### src/rtl/pipe_pkg.sv
// Shared constants and helpers for the pipeline register chain.
// Stage indices name the classic five-stage boundaries.
package pipe_pkg;

  localparam int IF_ID   = 0;
  localparam int ID_EXE  = 1;
  localparam int EXE_MEM = 2;
  localparam int MEM_WB  = 3;

  localparam int DEF_DATA_W = 32;
  localparam int DEF_CNT_W  = 32;
  localparam int MAX_STAGES = 64;

  function automatic logic [6:0] popcount(
    input logic [MAX_STAGES-1:0] v
  );
    logic [6:0] n;
    n = '0;
    for (int i = 0; i < MAX_STAGES; i++) begin
      n = n + {6'd0, v[i]};
    end
    return n;
  endfunction

endpackage

### src/rtl/pipe_stage_reg.sv
// One valid+payload stage register: reset, flush, hold, bubble, load.
// Flush only clears valid; payload bits are left as they were.
module pipe_stage_reg
  import pipe_pkg::*;
#(
  parameter int DATA_W = DEF_DATA_W
) (
  input  logic              clk,
  input  logic              reset,
  input  logic              flush,
  input  logic              hold,
  input  logic              bubble,
  input  logic              src_valid,
  input  logic [DATA_W-1:0] src_data,
  output logic              valid,
  output logic [DATA_W-1:0] data
);

  always_ff @(posedge clk) begin
    if (reset) begin
      valid <= 1'b0;
      data  <= '0;
    end else if (flush) begin
      valid <= 1'b0;
    end else if (!hold) begin
      if (bubble) begin
        valid <= 1'b0;
      end else begin
        valid <= src_valid;
        data  <= src_data;
      end
    end
  end

endmodule

### src/rtl/pipe_reg_chain.sv
// Parametrised chain of inter-stage pipeline registers with
// stall/flush/bubble control and bring-up performance counters.
module pipe_reg_chain
  import pipe_pkg::*;
#(
  parameter int DATA_W = DEF_DATA_W,
  parameter int STAGES = 4,
  parameter int CNT_W  = DEF_CNT_W
) (
  input  logic                     clk,
  input  logic                     reset,
  input  logic                     in_valid,
  input  logic [DATA_W-1:0]        in_data,
  output logic                     in_ready,
  input  logic [STAGES-1:0]        stall,
  input  logic [STAGES-1:0]        flush,
  input  logic                     clr_cnt,
  output logic [STAGES-1:0]        stage_valid,
  output logic [STAGES*DATA_W-1:0] stage_data,
  output logic                     out_valid,
  output logic [DATA_W-1:0]        out_data,
  output logic [CNT_W-1:0]         retired_cnt,
  output logic [CNT_W-1:0]         bubble_cnt,
  output logic [CNT_W-1:0]         stall_cycles
);

  logic [STAGES-1:0]     hold;
  logic [STAGES-1:0]     bub_cond;
  logic [STAGES-1:0]     bub_take;
  logic [MAX_STAGES-1:0] bub_vec;
  logic [DATA_W-1:0]     data_q [STAGES];
  logic                  retire;

  // A stall anywhere downstream freezes every stage above it.
  always_comb begin
    hold = '0;
    bub_cond = '0;
    hold[STAGES-1] = stall[STAGES-1];
    for (int i = STAGES-2; i >= 0; i--) begin
      hold[i] = stall[i] | hold[i+1];
    end
    for (int i = 1; i < STAGES; i++) begin
      bub_cond[i] = hold[i-1] & ~hold[i];
    end
  end

  assign bub_take = bub_cond & ~flush;
  assign bub_vec  = MAX_STAGES'(bub_take);
  assign in_ready = ~hold[0];

  for (genvar i = 0; i < STAGES; i++) begin : g_stage
    logic              src_valid;
    logic [DATA_W-1:0] src_data;
    if (i == 0) begin : g_head
      assign src_valid = in_valid;
      assign src_data  = in_data;
    end else begin : g_body
      assign src_valid = stage_valid[i-1];
      assign src_data  = data_q[i-1];
    end
    pipe_stage_reg #(
      .DATA_W(DATA_W)
    ) u_reg (
      .clk      (clk),
      .reset    (reset),
      .flush    (flush[i]),
      .hold     (hold[i]),
      .bubble   (bub_cond[i]),
      .src_valid(src_valid),
      .src_data (src_data),
      .valid    (stage_valid[i]),
      .data     (data_q[i])
    );
    assign stage_data[i*DATA_W +: DATA_W] = data_q[i];
  end

  assign out_valid = stage_valid[STAGES-1];
  assign out_data  = data_q[STAGES-1];
  assign retire    = out_valid & ~stall[STAGES-1]
                   & ~flush[STAGES-1];

  always_ff @(posedge clk) begin
    if (reset || clr_cnt) begin
      retired_cnt  <= '0;
      bubble_cnt   <= '0;
      stall_cycles <= '0;
    end else begin
      retired_cnt  <= retired_cnt + CNT_W'(retire);
      bubble_cnt   <= bubble_cnt
                    + CNT_W'(popcount(bub_vec));
      stall_cycles <= stall_cycles + CNT_W'(hold[0]);
    end
  end

endmodule
### config.mk
export PLATFORM = sky130hd
export DESIGN_NAME = pipe_reg_chain
export DESIGN_NICKNAME = d
export VERILOG_FILES = /design/src/rtl/pipe_pkg.sv /design/src/rtl/pipe_stage_reg.sv /design/src/rtl/pipe_reg_chain.sv
export SDC_FILE = /design/constraint.sdc
export NUM_CORES = 1
export LEC_CHECK = 0
export BUFFER_PORTS_ARGS = -buffer_cell sky130_fd_sc_hd__buf_2
export CORE_AREA = 2 2 165 232
export DETAILED_ROUTE_END_ITERATION = 8
export DIE_AREA = 0 0 167 234
export HOLD_SLACK_MARGIN = 0.08
export MAX_ROUTING_LAYER = met4
export PLACE_DENSITY_LB_ADDON = 0.15
export SYNTH_ARGS = -nofsm -noshare
export SYNTH_HDL_FRONTEND = slang
export SYNTH_HIERARCHICAL = 1
export SYNTH_SLANG_ARGS = --single-unit
### constraint.sdc
create_clock -name clk -period 4.6 [get_ports clk]
set_input_delay 0.69 -clock clk [delete_from_list [all_inputs] [get_ports clk]]
set_output_delay 0.69 -clock clk [all_outputs]
set_load 0.05 [all_outputs]
==> impl_results.md <==
- Outcome: completed
- Yosys reg bits: 228
- Commonest non-fill, non-tap cell in the layout: buf_2
- Drt pass-1 iters: 5
- Hold crit path type: reg -> reg
- Crit Path Max Fanout: 13
- Crit end category: flip-flop
- Initial antenna violation count: 1
- Most frequent cells in the layout: buf_2 (304), dfxtp_1 (228), a21oi_1 (174)
- Final setup fails: 0
- Async S/R FF share, synth: 0
- Overflow after GRT: 0
- Largest net degree at the start of global routing: 86
- Port Buffer Count: 305
- Hold Buf Count CTS: 0
- Unique cell type count in the Yosys netlist: 47
- CTS tree: done
- Combinational share of power: 0.043
- Worst slew pin tran: 1.15 ns
- WL/cell: 17.3 µm
- CP required: 5.06 ns
- P_leak: 4.97 nW
- Final Power: 0.00434 W
- Setup total negative slack: 0 ns
- Period utilization: 0.793
- Routed WL: 32800 µm
- Root buf cell: clkbuf_16
- Layout overhead on the synthesized area: 20.6%
- Placer congestion estimate: 0.796
- Crit path time final: 3.65 ns
- Net Sw Frac: 0.232
- Final Max Tran Viols: 0
- Syn avg cell area: 9.12 µm²
- Initial cell density of the core: 0.296
- Resized cells post-CTS: 0
- Top FF cell, synth: dfxtp_1
- Seq pwr share: 0.456
- H-tree lvl count: 1
- Share of post-route cells with drive strength above 1: 0.269
- FF-to-FF path depth: 9
- Worst IR Drop VDD: 0.000203 V
- NetSw: 0.00101 W
- Detailed placement HPWL: 22900 µm
- Clk network pwr share: 0.501
- Critical Path, Cell by Cell: buf_2 -> or3_2 -> or3_1 -> fa_1 -> inv_1 -> ha_1 -> fa_1 -> nand4_1 -> or4_1 -> or4_1 -> a21oi_1
- Die Wd: 167 µm
- DR DRC count: 0
- Layout Utilization: 0.357
- Io pins: 306
- Initial drt markers: 448
- Yosys Warn Count: 6
- Sequential area share after synthesis: 0.416
- CTS clk-pin slew, worst paths: 0.06 ns
- Sink Count: 228
- Num CTS Buffers: 26
- Worst Clk Skew: 0.00748 ns
- Fin nets: 1448
- Max stage delay on crit path: 0.68 ns
- Highest Clock Rate: 0.274 GHz
- DIE HEIGHT: 234 µm
- GRT Overall Usage: 0.162
- Number of synthesized flops with an enable pin: 0
- CTS Buffer Depth: 3
- Worst hold stages: 2
- Die area: 0.0391 mm²
- Post-Syn Area: 0.0110 mm²
- Vias per cell: 5.18
- Power per Cell Area: 328 mW/mm²
- Detailed-route via count: 9776
- RSZ-0062 raised after global routing: false
- Global-route wire length before repair: 51000 µm
- Maxcap violations: 0
- Worst Path Arrival: 4.11 ns
- CP Class: in -> reg
- Startpoint Class: primary input
- Hold Vio Cnt, Final: 0
- Synth Instances: 1203
- P_int: 0.00333 W
- Vias in the first global route: 8898
- Core area: 0.0371 mm²
- Max-slew headroom: 0.229
- FP Rows: 84
- Clock latency on the worst-skew pair: 0.54 ns
- Final ANT Viol Nets: 0
- Post-CTS Setup Inserts: 0
- Critical path's slowest cell: or4_1
==> Yosys cell counts (5+ instances only) <==
cell        n  area [µm²]
nor4_1     14        87.6
buf_6      21         236
and2_1      7        43.8
nand4_1    22         138
xnor2_1    25         219
dfxtp_1   228        4560
inv_1      22        82.6
buf_1       5        18.8
or4b_1    128        1280
buf_4      40         300
buf_2      11        55.1
mux2i_1     7        70.1
nand2_1    44         165
ha_1        6        75.1
o21ai_0    31         155
or4_1      20         150
a21oi_1   174         871
nand3_1    29         145
nor3_1     10        50.1
xor2_1      6        52.6
or3_1      36         225
clkbuf_1   81         304
o31ai_1   141        1060
nor2_1     42         158
and4_1      8        70.1
==> power groups by stage <==
stage	clock, W	sequential [W]	combinational (W)
2_1_floorplan	0	0.00204	0.000131
3_3_place_gp	0	0.00202	0.000184
3_5_place_dp	0	0.00202	0.000184
4_1_cts	0.00226	0.00198	0.000184
5_1_grt	0.00233	0.00198	0.000205
6_report	0.00218	0.00198	0.000185
==> sequential cells by signal, summed over array words and instances (netlist names) <==
register,count
stall_cycles,32
g_stage.u_reg/data,128
retired_cnt,32
bubble_cnt,32
g_stage.u_reg/valid,4
==> cell type report <==
cell class / count / area, µm²
Clock inverter: 9 / 123
Inverter: 22 / 82.6
Tap cell: 473 / 592
Antenna cell: 1 / 2.50
Timing Repair Buffer: 322 / 1660
Sequential cell: 228 / 4560
Clock buffer: 38 / 767
Fill cell: 3916 / 23900
Multi-Input combinational cell: 796 / 5450
==> kinds of logic (layout without fill, tap and decap cells) <==
group | Yosys count | after routing | share of synthesized area
mux | 7 | 7 | 0.00638
flops | 228 | 228 | 0.416
compound gates | 364 | 364 | 0.204
fa+ha+maj | 8 | 8 | 0.0105
buf+inv | 180 | 391 | 0.0908
xor+xnor | 31 | 31 | 0.0247
simple gates | 384 | 384 | 0.248
other cells | 1 | 3 | 0.000342
==> routing by layer <==
metal,share of wire,global-route usage,vias to the layer above
met5,0,-,-
met4,0.017,0.0428,0
met3,0.059,0.0336,33
met2,0.48,0.267,257
met1,0.45,0.204,4516
li1,-,-,4970
==> through the flow <==
stage	setup WS, ns	hold WS (ns)	cells	cell area (µm²)
finish	0.954	0.470	1889	13200
global route	0.737	0.464	1889	13200
CTS	0.934	0.444	1888	13200
detailed placement	0.363	0.467	1841	12300
global placement	0.430	0.453	1841	12300
floorplan	0.859	0.448	1204	11000
==> worst max-delay path: cells and delay by family <==
kind	cells	cell delay, ns
compound gates	1	0.14
buf+inv	2	0.19
simple gates	5	2.22
fa+ha+maj	3	0.87
==> worst paths after layout <==
check / from / endpoint / slack [ns]
worst min-delay path: retired_cnt[31] / retired_cnt[31] / 0.47
worst max-delay path: stall[3] / bubble_cnt[24] / 0.95
worst min register to register: retired_cnt[31] / retired_cnt[31] / 0.47
worst max register to register: bubble_cnt[0] / bubble_cnt[24] / 1.66
Note: power is estimated with default switching activity, not from simulation.
